===== src/rtl/multichannel_decimator_pkg.sv =====
//------------------------------------------------------------------------------
// Module   : decimator_pkg
// Purpose  : Shared types and helpers for the multichannel decimator.
// Revision : 1.0 - initial release
//------------------------------------------------------------------------------
`default_nettype none

package decimator_pkg;

  typedef enum logic [1:0] {
    DEC_DROP    = 2'd0,
    DEC_AVERAGE = 2'd1,
    DEC_MAX     = 2'd2,
    DEC_MIN     = 2'd3
  } dec_mode_e;

  localparam int c_shift_w = 5;

  // Accumulator must hold MAX_DECIMATION_RATIO full-scale samples without wrap.
  function automatic int dec_acc_width(input int data_width, input int max_ratio);
    return data_width + $clog2(max_ratio);
  endfunction

  // Floor of log2; exact for powers of two.
  function automatic logic [c_shift_w-1:0] dec_log2(input logic [31:0] n);
    logic [c_shift_w-1:0] r;
    r = '0;
    for (int i = 0; i < 32; i++) begin
      if (n[i]) r = c_shift_w'(i);
    end
    return r;
  endfunction

endpackage

`default_nettype wire


===== src/rtl/multichannel_decimator_if.sv =====
//------------------------------------------------------------------------------
// Module   : axi_stream
// Purpose  : Minimal AXI-stream bundle (valid/ready/data/dest) with modports.
// Revision : 1.0 - initial release
//------------------------------------------------------------------------------
`default_nettype none

interface axi_stream #(
  parameter int DATA_WIDTH = 16,
  parameter int DEST_WIDTH = 8
);
  logic                  valid;
  logic                  ready;
  logic [DATA_WIDTH-1:0] data;
  logic [DEST_WIDTH-1:0] dest;

  modport master (output valid, output data, output dest, input  ready);
  modport slave  (input  valid, input  data, input  dest, output ready);
endinterface

`default_nettype wire


===== src/rtl/multichannel_decimator_reduction_unit.sv =====
//------------------------------------------------------------------------------
// Module   : decimator_reduction_unit
// Purpose  : Combines accumulator and sample per mode, and produces the final
//            output value. Optional macro: DECIMATOR_ROUNDING_EN.
// Revision : 1.0 - initial release
//------------------------------------------------------------------------------
`default_nettype none

module decimator_reduction_unit
  import decimator_pkg::*;
#(
  parameter int DATA_WIDTH = 16,
  parameter int ACC_WIDTH  = 20
) (
  input  logic signed [ACC_WIDTH-1:0]  acc,
  input  logic signed [DATA_WIDTH-1:0] sample,
  input  dec_mode_e                    mode,
  input  logic                         first,
  input  logic [c_shift_w-1:0]         shift,
  output logic signed [ACC_WIDTH-1:0]  next_acc,
  output logic signed [DATA_WIDTH-1:0] result
);

  logic signed [ACC_WIDTH-1:0] w_sample_ext;
  logic signed [ACC_WIDTH-1:0] w_biased;

  assign w_sample_ext = {{(ACC_WIDTH-DATA_WIDTH){sample[DATA_WIDTH-1]}}, sample};

  always_comb begin
    next_acc = w_sample_ext;
    if (!first) begin
      case (mode)
        DEC_DROP:    next_acc = w_sample_ext;
        DEC_AVERAGE: next_acc = acc + w_sample_ext;
        DEC_MAX:     next_acc = (w_sample_ext > acc) ? w_sample_ext : acc;
        DEC_MIN:     next_acc = (w_sample_ext < acc) ? w_sample_ext : acc;
        default:     next_acc = w_sample_ext;
      endcase
    end
  end

  always_comb begin
    w_biased = next_acc;
`ifdef DECIMATOR_ROUNDING_EN
    // Round half up: bias by half an LSB of the shifted result.
    if (mode == DEC_AVERAGE && shift != '0)
      w_biased = next_acc + (ACC_WIDTH'(1) << (shift - 5'd1));
`endif
    result = DATA_WIDTH'((mode == DEC_AVERAGE) ? (w_biased >>> shift) : w_biased);
  end

endmodule

`default_nettype wire


===== src/rtl/multichannel_decimator.sv =====
//------------------------------------------------------------------------------
// Module   : multichannel_decimator
// Purpose  : Per-channel N:1 decimator (drop/average/max/min) on an
//            interleaved AXI stream. Optional macro: DECIMATOR_ROUNDING_EN.
// Revision : 1.0 - initial release
//------------------------------------------------------------------------------
`default_nettype none

module multichannel_decimator
  import decimator_pkg::*;
#(
  parameter int DATA_WIDTH           = 16,
  parameter int MAX_CHANNELS         = 8,
  parameter int MAX_DECIMATION_RATIO = 16,
  parameter int DEST_WIDTH           = 8
) (
  input  logic                                  clock,
  input  logic                                  reset,
  axi_stream.slave                              data_in,
  axi_stream.master                             data_out,
  input  logic [$clog2(MAX_DECIMATION_RATIO):0] decimation_ratio,
  input  logic [1:0]                            mode,
  input  logic                                  clear
);

  localparam int c_acc_w   = dec_acc_width(DATA_WIDTH, MAX_DECIMATION_RATIO);
  localparam int c_ratio_w = $clog2(MAX_DECIMATION_RATIO) + 1;
  localparam int c_ch_w    = (MAX_CHANNELS > 1) ? $clog2(MAX_CHANNELS) : 1;

  logic [c_ratio_w-1:0]         r_count [MAX_CHANNELS];
  logic signed [c_acc_w-1:0]    r_acc   [MAX_CHANNELS];
  logic [c_ratio_w-1:0]         r_ratio;
  logic [1:0]                   r_mode;
  logic                         r_out_valid;
  logic [DATA_WIDTH-1:0]        r_out_data;
  logic [DEST_WIDTH-1:0]        r_out_dest;

  logic [c_ratio_w-1:0]         w_n_eff;
  logic [c_shift_w-1:0]         w_shift;
  logic                         w_ready;
  logic                         w_accept;
  logic                         w_flush;
  logic                         w_ch_ok;
  logic [c_ch_w-1:0]            w_ch;
  logic [c_ratio_w-1:0]         w_count;
  logic [c_ratio_w-1:0]         w_count_next;
  logic signed [c_acc_w-1:0]    w_acc;
  logic signed [c_acc_w-1:0]    w_acc_next;
  logic signed [DATA_WIDTH-1:0] w_result;
  logic                         w_update;
  logic                         w_emit;
  dec_mode_e                    w_mode;

  // Ratios 0 and 1 both mean pass-through; oversize ratios clamp to the max.
  always_comb begin
    w_n_eff = decimation_ratio;
    if (decimation_ratio == '0)
      w_n_eff = c_ratio_w'(1);
    else if (decimation_ratio > c_ratio_w'(MAX_DECIMATION_RATIO))
      w_n_eff = c_ratio_w'(MAX_DECIMATION_RATIO);
  end

  assign w_shift  = dec_log2(32'(w_n_eff));
  assign w_mode   = dec_mode_e'(mode);

  assign w_ready       = !reset && (!r_out_valid || data_out.ready);
  assign data_in.ready = w_ready;
  assign w_accept      = data_in.valid && w_ready;

  // A config change seen this cycle flushes every partial block; the sample
  // arriving alongside it belongs to neither block and is dropped.
  assign w_flush = clear || (decimation_ratio != r_ratio) || (mode != r_mode);

  assign w_ch_ok      = data_in.dest < DEST_WIDTH'(MAX_CHANNELS);
  assign w_ch         = data_in.dest[c_ch_w-1:0];
  assign w_count      = r_count[w_ch];
  assign w_acc        = r_acc[w_ch];
  assign w_count_next = w_count + 1'b1;
  assign w_emit       = w_count_next >= w_n_eff;
  assign w_update     = w_accept && w_ch_ok && !w_flush;

  decimator_reduction_unit #(
    .DATA_WIDTH (DATA_WIDTH),
    .ACC_WIDTH  (c_acc_w)
  ) u_reduce (
    .acc      (w_acc),
    .sample   (data_in.data),
    .mode     (w_mode),
    .first    (w_count == '0),
    .shift    (w_shift),
    .next_acc (w_acc_next),
    .result   (w_result)
  );

  always_ff @(posedge clock or posedge reset) begin
    if (reset) begin
      for (int i = 0; i < MAX_CHANNELS; i++) begin
        r_count[i] <= '0;
        r_acc[i]   <= '0;
      end
      r_ratio <= '0;
      r_mode  <= '0;
    end else begin
      r_ratio <= decimation_ratio;
      r_mode  <= mode;
      if (w_flush) begin
        for (int i = 0; i < MAX_CHANNELS; i++) begin
          r_count[i] <= '0;
          r_acc[i]   <= '0;
        end
      end else if (w_update) begin
        if (w_emit) begin
          r_count[w_ch] <= '0;
          r_acc[w_ch]   <= '0;
        end else begin
          r_count[w_ch] <= w_count_next;
          r_acc[w_ch]   <= w_acc_next;
        end
      end
    end
  end

  always_ff @(posedge clock or posedge reset) begin
    if (reset) begin
      r_out_valid <= 1'b0;
      r_out_data  <= '0;
      r_out_dest  <= '0;
    end else if (w_update && w_emit) begin
      r_out_valid <= 1'b1;
      r_out_data  <= w_result;
      r_out_dest  <= data_in.dest;
    end else if (data_out.ready) begin
      r_out_valid <= 1'b0;
    end
  end

  assign data_out.valid = r_out_valid;
  assign data_out.data  = r_out_data;
  assign data_out.dest  = r_out_dest;

endmodule

`default_nettype wire

===== src/flat_wrapper.sv =====
// flat-port wrapper written by rule: the top's interface ports become plain ports
module multichannel_decimator_flat import decimator_pkg::*;
#(
  parameter int DATA_WIDTH           = 16,
  parameter int MAX_CHANNELS         = 8,
  parameter int MAX_DECIMATION_RATIO = 16,
  parameter int DEST_WIDTH           = 8
)
  (clock, reset, decimation_ratio, mode, clear, data_in_valid, data_in_data, data_in_dest, data_in_ready, data_out_valid, data_out_data, data_out_dest, data_out_ready);
  axi_stream #(.DATA_WIDTH(DATA_WIDTH), .DEST_WIDTH(DEST_WIDTH)) data_in_i ();
  axi_stream #(.DATA_WIDTH(DATA_WIDTH), .DEST_WIDTH(DEST_WIDTH)) data_out_i ();
  input  logic clock;
  input  logic reset;
  input  logic [$clog2(MAX_DECIMATION_RATIO):0] decimation_ratio;
  input  logic [1:0] mode;
  input  logic clear;
  input wire logic [$bits(data_in_i.valid)-1:0] data_in_valid;
  input wire logic [$bits(data_in_i.data)-1:0] data_in_data;
  input wire logic [$bits(data_in_i.dest)-1:0] data_in_dest;
  output wire logic [$bits(data_in_i.ready)-1:0] data_in_ready;
  output wire logic [$bits(data_out_i.valid)-1:0] data_out_valid;
  output wire logic [$bits(data_out_i.data)-1:0] data_out_data;
  output wire logic [$bits(data_out_i.dest)-1:0] data_out_dest;
  input wire logic [$bits(data_out_i.ready)-1:0] data_out_ready;
  assign data_in_i.valid = data_in_valid;
  assign data_in_i.data = data_in_data;
  assign data_in_i.dest = data_in_dest;
  assign data_in_ready = data_in_i.ready;
  assign data_out_valid = data_out_i.valid;
  assign data_out_data = data_out_i.data;
  assign data_out_dest = data_out_i.dest;
  assign data_out_i.ready = data_out_ready;
  multichannel_decimator #(.DATA_WIDTH(DATA_WIDTH), .MAX_CHANNELS(MAX_CHANNELS), .MAX_DECIMATION_RATIO(MAX_DECIMATION_RATIO), .DEST_WIDTH(DEST_WIDTH)) u_core (.clock(clock), .reset(reset), .data_in(data_in_i), .data_out(data_out_i), .decimation_ratio(decimation_ratio), .mode(mode), .clear(clear));
endmodule

===== config.mk =====
export PLATFORM = sky130hd
export DESIGN_NAME = multichannel_decimator_flat
export DESIGN_NICKNAME = d
export VERILOG_FILES = /design/src/rtl/multichannel_decimator_pkg.sv /design/src/rtl/multichannel_decimator_if.sv /design/src/rtl/multichannel_decimator_reduction_unit.sv /design/src/rtl/multichannel_decimator.sv /design/src/flat_wrapper.sv
export SDC_FILE = /design/constraint.sdc
export NUM_CORES = 1
export LEC_CHECK = 0
export CORE_ASPECT_RATIO = 2
export CORE_UTILIZATION = 30
export CTS_BUF_LIST = sky130_fd_sc_hd__clkbuf_2
export DETAILED_ROUTE_END_ITERATION = 10
export PLACE_DENSITY_LB_ADDON = 0.15
export SLEW_MARGIN = 10
export SYNTH_ARGS = -nofsm -noshare
export SYNTH_HDL_FRONTEND = slang
export SYNTH_SLANG_ARGS = --single-unit

===== constraint.sdc =====
create_clock -name clock -period 10 [get_ports clock]
set_input_delay 1 -clock clock [delete_from_list [all_inputs] [get_ports clock]]
set_output_delay 1 -clock clock [all_outputs]
set_load 0.01 [all_outputs]

==> metrics.txt, run 1 <==
status finished clean; All-Layer GR Usage 25.60%; first-pass GRT wire length between 80000 and 90000 µm; chip height about 300 µm; hold depth 2; crit path DAT about 7600 ps; Achievable Freq 150.0 MHz; unrepaired setup endpoints after global routing no; largest net degree at the start of global routing approximately 120; postcts setup bufs 0; Core ar. around 0.043 mm²; Synth Register Bits 232; Slew headroom roughly 12%; die width 150.2 µm; GRT overflow 0; sequential share of the synthesized area ~44%; gpl congestion around 0.94; row cnt between 100 and 150; min-delay worst type flop to flop; LEAKAGE between 6 and 7 nW; CTS tree built; Slew Limit Fails 0; global-route met1 utilization between 20% and 30%; DRT antenna net count 0; initial DRC count between 800 and 900; routed via count between 10k and 15k; post-cts sizing count 0; HPWL after detailed placement between 30000 and 40000 µm; WHS about 500 ps; Post-synth ARST share 100.0%; cells after synthesis around 1.3k; switching power share of the total approximately 34%; met3 usage 4.244%; Min Clock Period, post-route between 6000 and 7000 ps; DRC 0; clock sink count between 200 and 250; hold_buf cts 0; Syn Nets roughly 1.4k; crit path max fanout 27; final wirelength between 50000 and 60000 µm; Core Util, Final around 34%; setup TNS 0 ps; Layout Cells excl Fill between 1.5k and 2k; Post-synth top flop dfrtp_1; PortBufs 61; layout cells sized above 1 a little over an eighth; final number of hold-violating endpoints 0; Post-Syn Area about 0.013 mm²; Clock Tree Root clkbuf_2; clock power share roughly 34%; Reg power frac about half; most common cell after layout, fill and taps aside dfrtp_1; PD cells approximately 120 mW/mm²; Crit. End Element flop; fin nets 1448; switching power 625.3 µW; Setup-failing EPs final 0; Yosys Warn Count 0; Worst-Skew Late Latency 980 ps; wire length per cell roughly 29 µm; Area growth, synth to finish 12.08%; fin crit share between 60 and 70%; CP required approximately 11000 ps; H-tree depth 2; Peak VDD IR roughly 47 µV; I/O Pins 62; initial antenna violation count 2; DR pass1 iterations 5; GR peak layer met2; Pint 1.221 mW; vias in the first global route 11.90k; Setup CP Type input port to flop; Worst-path clk slew approximately 170 ps; Distinct cells, synth between 80 and 90; Slew @ Worst Pin about 1300 ps; met2 usage between 40% and 50%; Power, Total around 1.8 mW; most frequent cells in the layout dfrtp_1, a22o_1, nand2_1; Via-to-Cell Ratio slightly below 6; EDFF count, synth 0; max_cap viols 0; initial core utilization a little under a third; combinational share of power around 15%; Critical Path Source Type input port; skew final 65.34 ps; CTS Buf Count 53; placed insts approximately 1.9k; CTS Buffer Depth 3; Register-to-Register Path Depth 15; die area between 0.04 and 0.05 mm²; syn_area_per_cell 10.04 µm²
[per-stage QoR]
step | setup WS [ps] | area (µm²)
after floorplan | 2639 | 13180
after global placement | 2718 | 14320
after detailed placement | 2739 | 14320
after CTS | 3782 | 14760
after global routing | 3079 | 14770
final | 3331 | 14770
[synth_stat cells, types with 5 or more instances]
| cell type | instances | share of area [%] |
|---|---|---|
| inv_1 | 53 | 1.5 |
| ha_1 | 47 | 4.5 |
| nand3_1 | 17 | 0.65 |
| a22o_1 | 134 | 8.9 |
| a21oi_1 | 57 | 2.2 |
| nor4_1 | 11 | 0.52 |
| mux2_2 | 16 | 1.4 |
| nor2_1 | 102 | 2.9 |
| dfrtp_1 | 232 | 44 |
| xnor2_1 | 16 | 1.1 |
| nand4_1 | 8 | 0.38 |
| nand2b_1 | 9 | 0.43 |
| a221o_1 | 16 | 1.2 |
| o21ai_0 | 76 | 2.9 |
| a221oi_1 | 14 | 0.93 |
| nor3_1 | 17 | 0.65 |
| xor2_1 | 11 | 0.73 |
| or3_1 | 5 | 0.24 |
| o211ai_1 | 14 | 0.80 |
| nor2b_1 | 16 | 0.76 |
| mux4_2 | 12 | 2.1 |
| buf_2 | 25 | 0.95 |
| buf_4 | 10 | 0.57 |
| and2_1 | 14 | 0.66 |
| a222oi_1 | 5 | 0.38 |
| nand2_1 | 123 | 3.5 |
| a211o_1 | 6 | 0.40 |
| mux2i_1 | 56 | 4.3 |
| o21ai_1 | 5 | 0.19 |
| o31ai_1 | 5 | 0.28 |
| clkbuf_1 | 58 | 1.7 |
| a22oi_1 | 14 | 0.80 |
| a21o_1 | 7 | 0.40 |
| a211oi_1 | 6 | 0.34 |
| o22ai_1 | 11 | 0.52 |
[critical path, cell delays in order]
cell and delay [ps]:
buf_2 570, buf_4 390, mux2_2 400, a22oi_1 270, nand2_1 80, a221oi_1 850
ha_1 480, inv_1 100, o311ai_0 190, a211oi_1 980, o21ai_0 450, a221oi_1 420
xnor2_1 210, a211o_1 540, nand2b_1 260, a32oi_1 240, nand2_1 80
[sequential cells by signal (all words and copies together), names as in the netlist]
| name | count |
|---|---|
| u_core.r_mode | 2 |
| u_core.r_count | 40 |
| u_core.data_out.valid | 1 |
| u_core.data_out.dest | 8 |
| u_core.data_out.data | 16 |
| u_core.r_ratio | 5 |
| u_core.r_acc | 160 |
[power by group through the flow]
stage | Combinational, mW | Sequential [mW] | Clock, mW
6_report | 0.284 | 0.940 | 0.622
3_5_place_dp | 0.280 | 0.958 | 0
2_1_floorplan | 0.172 | 0.958 | 0
5_1_grt | 0.301 | 0.941 | 0.681
4_1_cts | 0.281 | 0.940 | 0.647
3_3_place_gp | 0.280 | 0.958 | 0
[per-layer routing]
| layer | part of all wire, % | up-vias |
|---|---|---|
| met5 | 0 | - |
| met4 | 7.7 | 0 |
| met3 | 5.2 | 207 |
| met2 | 53 | 487 |
| met1 | 34 | 5826 |
| li1 | - | 4980 |
[cell type report]
class	count	area (µm²)
sequential	232	5806
clock inverter	14	57.56
multi-input combinational	928	6759
tap	550	688.2
clock buffer	77	385.4
antenna	2	5.005
fill	4468	28610
timing repair buffer	96	860.8
inverter	53	206.4
[path summary, 6_finish.rpt]
check                                             startpoint                              endpoint  slack [ps]
worst max-delay path                         data_in_dest[0]  u_core.data_out.data[13]$_DFFE_PP0P_        3330
worst max register to register  u_core.r_acc[65]$_DFFE_PP0P_  u_core.data_out.data[13]$_DFFE_PP0P_        4130
worst min register to register  u_core.r_acc[30]$_DFFE_PP0P_          u_core.r_acc[30]$_DFFE_PP0P_         490
min in group asynchronous                              reset     u_core.data_out.valid$_DFFE_PP0P_         620
worst min-delay path            u_core.r_acc[30]$_DFFE_PP0P_          u_core.r_acc[30]$_DFFE_PP0P_         490
max in group asynchronous                              reset          u_core.r_acc[82]$_DFFE_PP0P_        7140
[cells by family (layout without fill, tap and decap cells)]
kind of cell / Yosys count / in the layout / share of synthesized area [%]
multiplexers: 85 / 85 / 7.758
adder cells (fa/ha/maj): 49 / 49 / 4.691
buffers and inverters: 152 / 240 / 5.023
flip-flops: 232 / 232 / 44.06
XOR/XNOR: 27 / 27 / 1.795
other: 0 / 2 / 0
AND/OR/NAND/NOR: 344 / 344 / 12.26
AO/OA/AOI/OAI: 423 / 423 / 24.41
(Power assumes the default switching activity.)
==> run 2: changes to the inputs <==
Clock period 10 ns to 5.8 ns, I/O delays scaled along.
==> metrics.txt, run 2 (same netlist as run 1, synthesis figures left out) <==
clock power share about a third; most common cell after layout, fill and taps aside dfrtp_1; Pint roughly 2.2 mW; Slew headroom a little over a fifth; Register-to-Register Path Depth 16; Reg power frac a little under 50%; WHS between 100 and 150 ps; hold depth 1; setup TNS 0 ps; CP bufs+invs 4; switching power approximately 1.1 mW; vias in the first global route 12.64k; Slowest-stage cell, CP nor2b_1; first-pass GRT wire length about 86000 µm; unrepaired setup endpoints after global routing no; combinational share of power ~18%; postcts setup bufs 0; Clock Tree Root clkbuf_2; status finished clean; crit path DAT approximately 5600 ps; Core ar. around 0.043 mm²; All-Layer GR Usage 26.85%; CP max stage delay between 600 and 700 ps; placed insts between 1.5k and 2k; Filler Cell Count 4409; final number of hold-violating endpoints 0; clock sink count approximately 230; Setup CP Type input port to flop; CTS Buf Count 54; hold_buf cts 0; routed via count about 12k; Worst-path clk slew roughly 120 ps; H-tree depth 2; Crit. End Element flop; Power, Total around 3.3 mW; skew final 82.69 ps; fin crit share between 80% and 90%; Multi-input gate area a little under 0.007 mm²; cells along the critical path buf_4 > buf_4 > mux2i_1 > a211oi_1 > a221o_1 > inv_1 > ha_1 > nand4_1 > nor4_1 > o2bb2ai_1 > nor4b_4 > buf_4 > o21a_2 > nor4_1 > a221o_1 > nor2b_1 > mux2i_1 > nor2_1; CTS tree built; HPWL after detailed placement between 40000 and 50000 µm; PortBufs 61; gpl congestion around 0.95; wire length per cell about 29 µm; min-delay worst type input port to flop; most flop-heavy register u_core.r_acc; layout cells sized above 1 about a fifth; die width around 150 µm; PD cells ~210 mW/mm²; Slew Limit Fails 0; Area growth, synth to finish 19.74%; Via-to-Cell Ratio between 5 and 6; switching power share of the total 33.31%; CP most frequent cell buf_4; max_cap viols 0; total stage count of the critical path 18; Critical Path Source Type input port; Placed Area 0.01531 mm²; fin nets roughly 1.6k; max FFs per register 160; LEAKAGE 7.260 nW; Sequential cell area approximately 0.0058 mm²; Slew @ Worst Pin around 1200 ps; fin area around 0.016 mm²; row cnt approximately 110; Min Clock Period, post-route between 4000 and 5000 ps; setup ws final around 990 ps; post-cts sizing count 0; Peak VDD IR around 100 µV; initial core utilization 30.38%; chip height between 200 and 300 µm; DRT antenna net count 0; GRT overflow 0; most frequent cells in the layout dfrtp_1, buf_4, a22o_1; Place WS roughly 130 ps; Worst-Skew Late Latency about 960 ps; initial DRC count between 700 and 800; CTS Buffer Depth 3; crit path max fanout 25; CP required between 6000 and 7000 ps; largest net degree at the start of global routing approximately 130; Achievable Freq 208.1 MHz; I/O Pins 62; DRC 0; cell family contributing the most delay on the critical path simple AND/OR/NAND/NOR gates; die area roughly 0.045 mm²; Layout Cells excl Fill around 2.1k; initial antenna violation count 2; final wirelength between 50000 and 60000 µm; Setup-failing EPs final 0; Core Util, Final a little over a third; DR pass1 iterations 5
## run 2: layer usage
layer  vias to the layer above  share of wire, %  wire length [µm]  global-route usage [%]
li1                       5230                 -                 -                       -
met4                         0               7.7              4548                   19.36
met3                       189               4.6              2701                   3.435
met1                      6026                33             19320                   25.77
met5                         -                 0                 0                       0
met2                       478                55             32610                   51.06
## run 2: power by group through the flow
| stage | Clock [mW] | Combinational [mW] | Sequential, mW |
|---|---|---|---|
| 2_1_floorplan | 0 | 0.298 | 1.65 |
| 3_3_place_gp | 0 | 0.584 | 1.65 |
| 3_5_place_dp | 0 | 0.583 | 1.65 |
| 4_1_cts | 1.16 | 0.586 | 1.62 |
| 5_1_grt | 1.21 | 0.625 | 1.62 |
| 6_report | 1.11 | 0.594 | 1.62 |
## run 2: worst paths after layout
| path | from | to | slack, ps |
|---|---|---|---|
| max | data_in_dest[2] | u_core.r_acc[153]$_DFFE_PP0P_ | 990 |
| min reg2reg | u_core.r_count[34]$_DFFE_PP0P_ | u_core.r_count[34]$_DFFE_PP0P_ | 490 |
| min in group asynchronous | reset | u_core.data_out.valid$_DFFE_PP0P_ | 200 |
| max reg2reg | u_core.r_acc[90]$_DFFE_PP0P_ | u_core.r_acc[153]$_DFFE_PP0P_ | 1090 |
| max in group asynchronous | reset | u_core.r_acc[140]$_DFFE_PP0P_ | 4090 |
| min | decimation_ratio[0] | u_core.r_ratio[0]$_DFF_PP0_ | 150 |
## run 2: final cells by class
cell class	instances	share of cell area (%)
repair buffers	220	11.83
well taps	550	4.362
flip-flops and latches	232	36.80
inverters	53	1.285
diodes	2	0.03172
multi-input cells	928	42.74
clock buffers	78	2.474
clock inverters	13	0.4837
==> run 3: changes to the inputs <==
Clock period 5.8 ns to 4.1 ns, I/O delays scaled along.
==> metrics.txt, run 3 (same netlist as run 1, synthesis figures left out) <==
status finished with violations; failing checks setup timing; total stage count of the critical path 20; Filler Cell Count approximately 4.3k; initial DRC count 578; fin crit share 104.4%; most common cell after layout, fill and taps aside buf_4; Sequential cell area slightly below 0.006 mm²; Layout Cells excl Fill 2293; max_cap viols 0; Critical Path Source Type flop; Slew headroom approximately 44%; unrepaired setup endpoints after global routing yes; H-tree depth 2; vias in the first global route between 10k and 15k; fin nets between 1.5k and 2k; Reg2Reg Setup Slack -180 ps; wire length per cell between 20 and 30 µm; Worst-path clk slew around 140 ps; hold depth 1; Slowest-stage cell, CP a221o_2; reg2reg end u_core.data_out.data[1]$_DFFE_PP0P_; Register-to-Register Path Depth 20; DRT antenna net count 0; Worst-Skew Late Latency a little under 1000 ps; CTS Buffer Depth 3; Core ar. 0.04338 mm²; Min Clock Period, post-route about 4300 ps; PD cells 278.9 mW/mm²; HPWL after detailed placement approximately 44000 µm; setup TNS -7029 ps; CTS tree built; PortBufs 61; DR pass1 iterations 5; Placed Area around 0.017 mm²; die width ~150 µm; max FFs per register 160; initial antenna violation count 3; Setup-failing EPs final roughly 90; die area between 0.04 and 0.05 mm²; routed via count between 10k and 15k; fin area 0.01843 mm²; final wirelength 59250 µm; I/O Pins 62; setup ws final -180.7 ps; WHS 109.4 ps; Peak VDD IR 136.8 µV; crit path DAT just over 5000 ps; skew final between 80 and 90 ps; CP bufs+invs 5; CP required approximately 5000 ps; row cnt approximately 110; first-pass GRT wire length between 80000 and 90000 µm; crit path max fanout 6; FF-to-FF Start u_core.r_acc[158]$_DFFE_PP0P_; final number of hold-violating endpoints 0; Setup CP Type flop to flop; Clock Tree Root clkbuf_2; cell family contributing the most delay on the critical path compound AO/OA/AOI/OAI gates; Power, Total between 5 and 6 mW; Via-to-Cell Ratio around 5.5; CP max stage delay ~440 ps; initial core utilization a little under a third; most frequent cells in the layout buf_4, dfrtp_1, a22o_1; DRC 0; Crit. End Element flop; GRT overflow 0; Hold EP u_core.r_ratio[4]$_DFF_PP0_; clock sink count approximately 230; placed insts 2156; gpl congestion 0.9887; Achievable Freq 233.6 MHz; Multi-input gate area between 0.007 and 0.008 mm²; min-delay worst type input port to flop; layout cells sized above 1 34.31%; LEAKAGE approximately 8.6 nW; most flop-heavy register u_core.r_acc; largest net degree at the start of global routing between 100 and 150; Slew @ Worst Pin between 800 and 900 ps; CTS Buf Count 55; cells along the critical path mux2_2 > a221oi_2 > a21oi_2 > a21oi_2 > buf_4 > ha_4 > nand4_1 > buf_4 > nor4_4 > and2_4 > nor4b_4 > buf_6 > o211ai_1 > buf_4 > nand2_8 > buf_4 > a221o_2 > a32o_1 > a21oi_1 > o211ai_1; CP most frequent cell buf_4; Area growth, synth to finish 39.85%; Slew Limit Fails 0; worst hold start decimation_ratio[4]; All-Layer GR Usage 26.87%; chip height about 300 µm
[run 3: cell count changes in the layout (fill, tap and decap cells not counted), sizes merged, moves of 2 or more]
cell and delta:
buf +200, clkinv +11, dlygate4sd3 +5, clkbuf -4, bufinv +2
[run 3: what timing repair did]
action | CTS | global route
pin swaps | 31 | 16
buffers inserted | 16 | 16
endpoints found under the setup margin | 176 | 176
gates cloned | 0 | 2
hold endpoints to repair | 8 | 0
hold buffers | 5 | 0
gates resized for setup | 82 | 75
[run 3: metal layers]
metal / up-vias / track usage, % / wire (µm)
li1: 5679 / - / -
met1: 6343 / 26.29 / 19740
met2: 456 / 49.69 / 32000
met3: 217 / 3.817 / 2587
met4: 0 / 20.66 / 4919
met5: - / 0 / 0
[run 3: power breakdown]
part,total (mW),internal (mW),switching (mW)
Combinational,1.12,0.485,0.636
Clock,1.73,0.686,1.04
Sequential,2.29,2.29,0.00160
[run 3: area by class of cell]
| class | instances | share of cell area [%] |
|---|---|---|
| diodes | 3 | 0.04074 |
| inverters | 53 | 1.100 |
| flip-flops and latches | 232 | 31.50 |
| clock inverters | 27 | 1.032 |
| clock buffers | 73 | 1.983 |
| multi-input cells | 929 | 39.90 |
| repair buffers | 426 | 20.71 |
| well taps | 550 | 3.734 |
[run 3: worst register-to-register path, cell delays in order (launching register included)]
cell      delay, ps
dfrtp_1         420
mux2_2          280
a221oi_2        250
a21oi_2          60
a21oi_2         230
buf_4           180
ha_4            130
nand4_1         170
buf_4           200
nor4_4          290
and2_4          200
nor4b_4          40
buf_6           140
o211ai_1        170
buf_4           200
nand2_8         110
buf_4           190
a221o_2         440
a32o_1          240
a21oi_1         120
o211ai_1        100
[run 3: worst max path at each step]
stage                                  startpoint                                    to  slack [ps]
finish              u_core.r_acc[158]$_DFFE_PP0P_   u_core.data_out.data[1]$_DFFE_PP0P_        -180
global placement                  data_in_dest[1]  u_core.data_out.data[11]$_DFFE_PP0P_       -1290
global route        u_core.r_acc[158]$_DFFE_PP0P_   u_core.data_out.data[1]$_DFFE_PP0P_        -330
detailed placement                data_in_dest[1]  u_core.data_out.data[11]$_DFFE_PP0P_       -1300
CTS                 u_core.r_acc[118]$_DFFE_PP0P_  u_core.data_out.data[13]$_DFFE_PP0P_        -180
floorplan                         data_in_dest[2]   u_core.data_out.data[3]$_DFFE_PP0P_        -340
[run 3: through the flow]
stage | utilization [%] | worst slack (ps)
detailed placement | 38.89 | -1298
global route | 42.48 | -330.5
CTS | 41.37 | -182.1
global placement | 38.89 | -1289
finish | 42.48 | -180.7
floorplan | - | -344.8
